## src/rtl/led_scheduler.sv

```systemverilog
// led_scheduler: drives three status LEDs from a shared prescaler tick.
// A two-state FSM (IDLE/RUN) steps the LEDs through a TOGGLE chase,
// ONEHOT chase or ALL group blink, restricted to an enable mask.
// Configuration (tc/mask/mode) is accepted over a valid/ready port in IDLE.
//
// Ports:
//   clk              system clock, rising edge
//   rst              asynchronous active-low reset
//   cfg_valid/ready  config handshake (ready only in IDLE)
//   cfg_tc           terminal count, tick period = cfg_tc+1 cycles
//   cfg_mask         channel enable, bit0=led1 .. bit2=led3
//   cfg_mode         0=TOGGLE, 1=ONEHOT, 2=ALL, 3=TOGGLE
//   start/stop       level-sampled run control (stop has priority)
//   led1..led3       registered LED drives
//   busy             high in RUN
//   tick             high when RUN and count==tc
module led_scheduler #(
  parameter int unsigned      CNT_W      = 32,
  parameter logic [CNT_W-1:0] DEFAULT_TC = CNT_W'(99999999)
) (
  input  logic             clk,
  input  logic             rst,
  input  logic             cfg_valid,
  output logic             cfg_ready,
  input  logic [CNT_W-1:0] cfg_tc,
  input  logic [2:0]       cfg_mask,
  input  logic [1:0]       cfg_mode,
  input  logic             start,
  input  logic             stop,
  output logic             led1,
  output logic             led2,
  output logic             led3,
  output logic             busy,
  output logic             tick
);

  localparam logic [1:0] MODE_ONEHOT = 2'd1;
  localparam logic [1:0] MODE_ALL    = 2'd2;

  typedef enum logic [0:0] {S_IDLE = 1'b0, S_RUN = 1'b1} state_t;

  state_t           r_state;
  state_t           w_state_nxt;
  logic [CNT_W-1:0] r_count;
  logic [CNT_W-1:0] w_count_nxt;
  logic [1:0]       r_ptr;
  logic [1:0]       w_ptr_nxt;
  logic [2:0]       r_leds;
  logic [2:0]       w_leds_nxt;
  logic [CNT_W-1:0] r_tc;
  logic [2:0]       r_mask;
  logic [1:0]       r_mode;
  logic             w_cfg_load;
  logic             w_tick;

  // Lowest enabled channel; 0 when nothing is enabled.
  function automatic logic [1:0] f_first_ptr(input logic [2:0] mask);
    logic [1:0] p;
    p = 2'd0;
    if (mask[2]) p = 2'd2;
    if (mask[1]) p = 2'd1;
    if (mask[0]) p = 2'd0;
    return p;
  endfunction

  // Next enabled channel in cyclic order 0->1->2->0; stays put if none other.
  function automatic logic [1:0] f_next_ptr(input logic [1:0] ptr, input logic [2:0] mask);
    logic [1:0] c1;
    logic [1:0] c2;
    logic [1:0] p;
    c1 = (ptr == 2'd2) ? 2'd0 : ptr + 2'd1;
    c2 = (c1 == 2'd2) ? 2'd0 : c1 + 2'd1;
    p  = ptr;
    if (mask[c2]) p = c2;
    if (mask[c1]) p = c1;
    return p;
  endfunction

  assign w_tick    = (r_state == S_RUN) && (r_count == r_tc);
  assign tick      = w_tick;
  assign busy      = (r_state == S_RUN);
  assign cfg_ready = (r_state == S_IDLE);
  assign led1      = r_leds[0];
  assign led2      = r_leds[1];
  assign led3      = r_leds[2];

  // State register.
  always_ff @(posedge clk or negedge rst) begin
    if (!rst) r_state <= S_IDLE;
    else      r_state <= w_state_nxt;
  end

  // Next-state logic; stop beats start.
  always_comb begin
    w_state_nxt = r_state;
    case (r_state)
      S_IDLE:  if (start && !stop) w_state_nxt = S_RUN;
      S_RUN:   if (stop)           w_state_nxt = S_IDLE;
      default: w_state_nxt = S_IDLE;
    endcase
  end

  // Datapath next values: counter, pointer, LEDs and config load.
  always_comb begin
    w_count_nxt = r_count;
    w_ptr_nxt   = r_ptr;
    w_leds_nxt  = r_leds;
    w_cfg_load  = 1'b0;
    case (r_state)
      S_IDLE: begin
        w_count_nxt = '0;
        w_cfg_load  = cfg_valid;
        if (start && !stop) begin
          w_leds_nxt = 3'b000;
          w_ptr_nxt  = f_first_ptr(r_mask);
        end
      end
      S_RUN: begin
        if (stop) begin
          w_count_nxt = '0;
          w_leds_nxt  = 3'b000;
        end else begin
          w_count_nxt = w_tick ? '0 : r_count + CNT_W'(1);
          // An empty mask freezes leds and ptr, the tick keeps running.
          if (w_tick && (r_mask != 3'b000)) begin
            case (r_mode)
              MODE_ONEHOT: begin
                w_leds_nxt = 3'b001 << r_ptr;
                w_ptr_nxt  = f_next_ptr(r_ptr, r_mask);
              end
              MODE_ALL: w_leds_nxt = r_leds ^ r_mask;
              default: begin
                w_leds_nxt[r_ptr] = ~r_leds[r_ptr];
                w_ptr_nxt         = f_next_ptr(r_ptr, r_mask);
              end
            endcase
          end
        end
      end
      default: begin
        w_count_nxt = '0;
        w_leds_nxt  = 3'b000;
      end
    endcase
  end

  // Datapath and config registers.
  always_ff @(posedge clk or negedge rst) begin
    if (!rst) begin
      r_count <= '0;
      r_ptr   <= 2'd0;
      r_leds  <= 3'b000;
      r_tc    <= DEFAULT_TC;
      r_mask  <= 3'b111;
      r_mode  <= 2'd0;
    end else begin
      r_count <= w_count_nxt;
      r_ptr   <= w_ptr_nxt;
      r_leds  <= w_leds_nxt;
      if (w_cfg_load) begin
        r_tc   <= cfg_tc;
        r_mask <= cfg_mask;
        r_mode <= cfg_mode;
      end
    end
  end

endmodule

```

## config.mk

```make
export PLATFORM = sky130hd
export DESIGN_NAME = led_scheduler
export DESIGN_NICKNAME = d
export VERILOG_FILES = /design/src/rtl/led_scheduler.sv
export SDC_FILE = /design/constraint.sdc
export NUM_CORES = 1
export LEC_CHECK = 0
export BUFFER_PORTS_ARGS = -buffer_cell sky130_fd_sc_hd__buf_2
export CORE_MARGIN = 2
export CORE_UTILIZATION = 60
export CTS_CLUSTER_SIZE = 12
export DETAILED_ROUTE_END_ITERATION = 8
export PLACE_DENSITY = 0.8
export SYNTH_ARGS = -nofsm -noshare
export SYNTH_HDL_FRONTEND = slang
export SYNTH_SLANG_ARGS = --single-unit
export TNS_END_PERCENT = 30
```

## constraint.sdc

```tcl
create_clock -name clk -period 6.9 [get_ports clk]
set_clock_uncertainty 0.1 [all_clocks]
set_input_delay 1.035 -clock clk [delete_from_list [all_inputs] [get_ports clk]]
set_output_delay 1.035 -clock clk [all_outputs]
set_load 0.01 [all_outputs]
```

Word-level counts from Yosys, hierarchy flattened
Cells that the tools add are included.
{"block": "word_totals", "ff_bits": 75, "in_bits": 42, "wordCells": 70}
{"block": "op_classes", "add_sub_neg": 3, "magnitude_cmp": 4, "n_eq_ne": 11, "shifts": 1, "n_mux": 33, "n_bitwise": 3, "n_reduce_logical": 8}
{"op": "two-way mux 32 bit", "n": 2}
{"op": "case mux 32 bit (2 select lines)", "n": 1}
{"op": "adder 32 x 1 -> 32 bit (second input constant)", "n": 1}
{"op": "== test 32 bit", "n": 1}
{"op": "two-way mux 2 bit", "n": 11}
{"op": "case mux 3 bit (2 select lines)", "n": 2}
{"op": "< comparator 2 x 3 -> 1 bit (second input constant)", "n": 3}
{"op": "two-way mux 3 bit", "n": 3}
{"op": "two-way mux 1 bit", "n": 7}
{"op": "binary-select mux 1 bit (select 2 bit)", "n": 3}
{"op": "== test 2 bit (second input constant)", "n": 3}
{"op": "AND reduction 5 bit", "n": 1}
{"op": "adder 2 x 1 -> 2 bit (second input constant)", "n": 2}
{"op": "logical AND 1 bit", "n": 4}
{"op": "inequality test 2 x 1 -> 1 bit (second input constant)", "n": 2}
{"op": "inequality test 2 bit (second input constant)", "n": 2}
{"op": "case mux 2 bit (2 select lines)", "n": 1}
{"op": "bitwise mux 3 bit", "n": 1}
{"op": "inequality test 3 x 1 -> 1 bit (second input constant)", "n": 1}
{"op": "inequality test 3 x 2 -> 1 bit (second input constant)", "n": 1}
{"op": "nonzero test 3 bit", "n": 1}
{"op": "<< shifter 1 x 2 -> 3 bit (first input constant)", "n": 1}
{"op": "XOR 3 bit", "n": 1}
{"op": "demux 1 bit (select 2 bit)", "n": 1}
{"op": "other kinds (6)", "n": 7}

Logic depth before layout (Yosys ltp)
Gate-level depths: netlist (run 1).
{"block": "depth", "depth_word": 12, "mapped_depth": 8}

Worst setup path before layout (run 1)
OpenSTA, ideal clock, no wires.
{"block": "synth_timing", "path_type": "reg-to-output", "startpoint": "register r_count[3]", "endpoint": "output port tick", "t_arrival_ns": 1.464, "setup_slack_ns": 4.301, "path_stages_with_launch": 6, "path_cell_list": "dfrtp_1 > xor2_1 > nor4_1 > nand2_1 > nor4_1 > and3_1"}
{"block": "synth_via", "elab_chain_cells": 2}
{"item": "from (decl)", "line_no": "44", "rtl": "logic [CNT_W-1:0] r_count;"}
{"item": "from (signal assigned)", "line_no": "157", "rtl": "r_count <= w_count_nxt;"}
{"item": "== test 32 bit", "line_no": "79", "rtl": "assign w_tick = (r_state == S_RUN) && (r_count == r_tc);"}
{"item": "logical AND 1 bit", "line_no": "79"}
{"item": "to (decl)", "line_no": "34", "rtl": "output logic tick"}
Every way passes these cells.

Worst setup path after layout (run 1)
Ends and elaborated chain as after synthesis.

==> run metrics, run 1 <==
HPWL Detailed between 5 and 6 mm; DP Worst Slack just under 4 ns; first-pass GRT wire length 13.7 mm; fin crit share 0.490; Die W roughly 85 um; RSZ-0062 raised after global routing false; post-synthesis mux area share 0.105; Synth Area in Simple Gates 0.181; drt total wl 8.03 mm; Sequential Area around 0.0019 mm2; main combinational cell family by area after synthesis simple AND/OR/NAND/NOR gates; post-synthesis compound-gate area fraction 0.0635; min Tclk post-route approximately 3.4 ns; Syn Area/Cell between 10 and 15 um2; clock slew at reported path FFs 0.08 ns; TNS Setup 0 ns; fraction of registers with async set/reset 1.00; peak supply drop ~0.00014 V; Top FF cell, synth dfrtp_1; CTS tree yes; final hold viol count 0; PD cells between 200 and 250 mW/mm2; final non-filler cell total 500; Crit Path Category register to output port; fin nets around 460; Root Driver clkbuf_8; Worst Max-Slew Pin Slew ~1.1 ns; PnR worst setup slack 3.52 ns; GR met1 Demand/Resource 0.320; synthesized-area fraction occupied by adder cells 0.00957; mapped cell area just under 0.004 mm2; Leakage 1.82 nW; H-tree Lvls 3; #FFs+latches synth 75; Synth Net Count 417; vias in the first global route between 2000 and 3000; area occupied by multi-input gates just under 0.002 mm2; setup bufs post-CTS 0; CP endpoint kind output port; vias per cell between 5 and 6; commonest non-fill, non-tap cell in the layout dfrtp_1; largest net degree at the start of global routing 76; FMAX slightly below 300 MHz; number of top-level pins 48; Via Count 2924; yosys warns 0; Final Util 0.693; Routed wire per std cell between 15 and 20 um; post_cts resized 0; filler cell count roughly 500; max_slew headroom 0.281; layout overhead on the synthesized area 12.2%; gp weighted congestion around 0.86; GR Util met3 0.0379; latest clock arrival within the worst-skew pair 0.35 ns; I/O Buffers 47; Diodes inserted 0; Std-Cell Rows 29; initial antenna violation count 0; Total GRT Usage 0.244; fin. max-slew vios 0; Max-Cap Viols 0; GR met2 Demand/Resource 0.399; number of distinct library cells after synthesis between 40 and 50; Crit path arrival time ~2.2 ns; Startpoint Class register; Setup violations, final 0; Clock Path Buffers 2; core area ~0.0063 mm2; starting density of the core 0.618; post-synthesis sequential area ratio 0.486; height of the chip 84.8 um; total gr overflow 0; TritonCTS Sinks 75; Power, Total between 0.9 and 1 mW; dpl cells ~480; Post-Syn Instances ~370; GR peak layer met2; CP max FO 7; fraction of layout cells with a size suffix above 1 0.298; outcome finished clean; most frequent cells in the layout 53 x dfrtp_1, 47 x buf_2, 41 x nor2_1; drt first pass iters 4; number of synthesized flops with an enable pin 0; Hold Buf Count CTS 0; Final ANT Viol Nets 0; xor/xnor share of the synthesized area 0.132; Post-route DRC 0; First DRT Iteration DRCs 193; cts bufs inserted 9; die area between 0.007 and 0.008 mm2; design area approximately 0.0044 mm2; Placed Area 0.00422 mm2; Hold WC Path Type register to register; hold_ws 0.436 ns; required time of the critical path between 5 and 6 ns
==> worst max-delay path, stage by stage (launching register included) <==
cell and delay, ns:
dfrtp_1 0.43, xor2_1 0.17, nor4_1 0.37, nand2_1 0.29, nor4_1 0.31, and3_1 0.19
buf_2 0.13
==> flip-flops by register name, indices dropped and copies added, names as in the netlist <==
signal,cells
busy,1
r_count,32
r_leds,3
r_mask,3
r_mode,2
r_ptr,2
r_tc,32
==> final cells by class <==
class                           count  area share
Multi-Input combinational cell    277       0.442
Clock inverter                      2     0.00228
Sequential cell                    75       0.433
Timing Repair Buffer               49      0.0569
Tap cell                           77      0.0219
Clock buffer                       14      0.0393
Inverter                            6     0.00512
==> cells in the mapped netlist, types with 4 or more instances <==
cell type,count,area share
nand4_1,11,0.018
dfrtp_1,53,0.34
buf_2,6,0.0077
o22ai_1,7,0.011
or3_1,4,0.0064
inv_1,6,0.0057
xnor2_1,31,0.069
xor2_1,28,0.063
nor3_1,10,0.013
dfstp_2,22,0.15
a22oi_1,4,0.0077
and4_1,5,0.011
clkbuf_1,6,0.0057
a21oi_1,5,0.0064
nand3_1,12,0.015
nand2_1,34,0.033
nor2b_1,4,0.0064
nor2_1,41,0.039
nor4_1,6,0.0096
o21ai_0,9,0.011
mux2_2,34,0.098
==> worst paths after layout <==
path,start,end,slack (ns),depth (start not counted)
max,r_count[3],tick,3.52,6
min,r_tc[9],r_tc[9],0.44,1
max reg2reg,r_count[1],r_ptr[1],4.31,5
min reg2reg,r_tc[9],r_tc[9],0.44,1
max in group asynchronous,rst,r_tc[25],5.29,2
min in group asynchronous,rst,r_mode[1],0.79,2
==> report_power, final <==
part           internal [mW]  total (mW)  switching, mW  leakage, nW
logic                 0.0803       0.154         0.0734        0.785
clock network          0.159       0.310          0.151       0.0965
registers              0.490       0.526         0.0359        0.935
==> logic make-up after synthesis <==
kind of cell | Yosys count
muxes | 36
adders and majority gates | 3
xor gates and xnor gates | 59
buffers and inverters | 20
DFF | 75
AOI/OAI and AO/OA | 37
and+or+nand+nor | 142
==> layer usage <==
layer,up-vias,share of wire
met3,18,0.045
met1,1428,0.43
met2,87,0.50
li1,1391,-
met4,0,0.023
met5,-,0
Power figures use the tool's default switching activity.
==> run 2: changes to the inputs <==
--- a/config.mk
+++ b/config.mk
@@ -5,12 +5,13 @@
 export SDC_FILE = /design/constraint.sdc
 export NUM_CORES = 1
 export LEC_CHECK = 0
+export ABC_AREA = 1
 export BUFFER_PORTS_ARGS = -buffer_cell sky130_fd_sc_hd__buf_2
 export CORE_MARGIN = 2
-export CORE_UTILIZATION = 60
+export CORE_UTILIZATION = 53
 export CTS_CLUSTER_SIZE = 12
 export DETAILED_ROUTE_END_ITERATION = 8
-export PLACE_DENSITY = 0.8
+export PLACE_DENSITY = 0.74
 export SYNTH_ARGS = -nofsm -noshare
 export SYNTH_HDL_FRONTEND = slang
 export SYNTH_SLANG_ARGS = --single-unit
==> constraint.sdc (replaced) <==
create_clock -name clk -period 2.9 [get_ports clk]
set_clock_uncertainty 0.1 [all_clocks]
set_input_delay 0.435 -clock clk [delete_from_list [all_inputs] [get_ports clk]]
set_output_delay 0.435 -clock clk [all_outputs]
set_load 0.01 [all_outputs]
==> run 2 against run 1 <==
Net effect: die area rose by 22%; cell count up 48%; critical path type unchanged; synthesized cell count grew 54%; highest routed layer unchanged.
==> run metrics, run 2 <==
core area between 0.007 and 0.008 mm2; cts bufs inserted 9; Die W 93.6 um; Root Driver clkbuf_8; Post-Syn Instances about 570; Crit path arrival time 1.92 ns; Slowest-stage cell, CP dfstp_2; peak supply drop 0.000251 V; worst-path cell chain inv_1 > nand2_1 > nand2_1 > nor2_1 > nand2_1 > nor2_1 > nand2_1 > nor2_2 > inv_2 > nor2_1 > buf_2; total gr overflow 0; FMAX just over 400 MHz; largest net degree at the start of global routing 30; fin nets 678; Crit Path Category register to output port; max_slew headroom 0.582; latest clock arrival within the worst-skew pair between 0.3 and 0.4 ns; Post-synth top cells 159 x nand2_1, 85 x nor2_1, 57 x inv_1; outcome finished clean; commonest non-fill, non-tap cell in the layout nand2_1; Via Count about 3700; H-tree Lvls 3; final non-filler cell total between 700 and 800; Max-Cap Viols 0; most frequent cells in the layout 158 x nand2_1, 85 x nor2_1, 57 x inv_1; Post-route DRC 0; filler cell count slightly below 700; clock slew at reported path FFs roughly 0.080 ns; drt first pass iters 5; largest registers r_count (32), r_tc (32); Routed wire per std cell about 12 um; critical path's top delay family simple AND/OR/NAND/NOR gates; die area approximately 0.009 mm2; starting density of the core 0.548; Synth area leaders dfrtp_1 31%, nand2_1 14%, dfstp_2 14%; final hold viol count 0; setup bufs post-CTS 0; DP Worst Slack about 0.74 ns; dpl cells approximately 720; layout overhead on the synthesized area 13.7%; Setup violations, final 0; Final Util 0.623; #FFs+latches synth 75; initial antenna violation count 0; number of top-level pins 48; CP endpoint kind output port; vias per cell around 5.0; post-synth top area share 0.311; yosys warns 0; gp weighted congestion about 0.91; Diodes inserted 0; most frequent CP cell nand2_1; CTS tree yes; largest area contributor in the netlist dfrtp_1; Leakage ~2.3 nW; number of synthesized flops with an enable pin 0; drt total wl about 9.1 mm; Startpoint Class register; Syn Area/Cell 7.42 um2; mapped cell area roughly 0.0043 mm2; fin crit share 0.845; vias in the first global route 3467; Top FF cell, synth dfrtp_1; HPWL Detailed roughly 6.9 mm; Hold WC Path Type primary input to register; required time of the critical path 2.37 ns; First DRT Iteration DRCs about 160; Hold Buf Count CTS 1; most frequent cell after synthesis nand2_1; fraction of registers with async set/reset 1.00; Std-Cell Rows 32; Worst Max-Slew Pin Slew between 0.6 and 0.7 ns; CP max FO 5; flop2flop setup slack roughly 0.74 ns; fraction of layout cells with a size suffix above 1 0.248; PD cells between 500 and 600 mW/mm2; Total GRT Usage 0.230; Clock Path Buffers 2; I/O Buffers 47; PnR worst setup slack about 0.45 ns; TNS Setup 0 ns; Final ANT Viol Nets 0; first-pass GRT wire length 15.9 mm; post-synthesis sequential area ratio 0.447; post_cts resized 0; Synth Net Count just over 600; TritonCTS Sinks between 70 and 80; min Tclk post-route roughly 2.5 ns; WP buf/inv 3; height of the chip roughly 94 um; RSZ-0062 raised after global routing false; highest cell delay on the worst timing path ~0.53 ns; fin. max-slew vios 0; number of distinct library cells after synthesis 36
[run 2: area by class of cell]
cell class	instances	area, um2	area share
flip-flops and latches	75	1900	0.393
clock inverters	2	10.0	0.00207
well taps	102	128	0.0264
clock buffers	14	173	0.0357
multi-input cells	407	1990	0.410
repair buffers	58	333	0.0688
inverters	82	308	0.0636
[run 2: path summary, 6_finish.rpt]
check / from / end / depth (start not counted)
max: r_tc[3] / tick / 11
min reg2reg: r_tc[14] / r_tc[14] / 2
min: cfg_tc[22] / r_tc[22] / 3
min in group asynchronous: rst / r_ptr[1] / 2
max in group asynchronous: rst / r_tc[14] / 3
max reg2reg: r_tc[3] / r_count[5] / 12
[run 2: metal layers]
layer,vias to the layer above,global-route usage,part of all wire,routed length [um]
li1,1913,-,-,-
met2,72,0.360,0.46,4210
met1,1706,0.321,0.48,4340
met3,19,0.0338,0.037,340
met4,0,0.0930,0.021,195
met5,-,0,0,0
[run 2: logic make-up after synthesis]
kind of cell	count (synthesis)	share of synthesized area
multiplexers	6	0.0159
buffers and inverters	92	0.0870
flip-flops	75	0.447
XOR/XNOR	15	0.0309
adder cells (fa/ha/maj)	3	0.00882
AO/OA/AOI/OAI	62	0.0776
AND/OR/NAND/NOR	321	0.333
[run 2: where the power goes]
| part | internal [mW] | switching (mW) | leakage [nW] |
|---|---|---|---|
| clock network | 0.379 | 0.370 | 0.0965 |
| registers | 1.18 | 0.0736 | 0.926 |
| logic | 0.182 | 0.269 | 1.29 |
| total | 1.74 | 0.713 | 2.31 |
[run 2: stage by stage]
step	hold slack (ns)	power [mW]	cell area, um2
2_1_floorplan	0.0394	1.57	4260
3_3_place_gp	0.359	1.70	4650
3_5_place_dp	0.357	1.72	4650
4_1_cts	0.201	2.47	4840
5_1_grt	0.222	2.60	4840
6_report	0.213	2.45	4840
[run 2: tightest hold or removal path, stage by stage]
cell	delay, ns
buf_2	0.09
nor2_1	0.09
a21oi_1	0.05
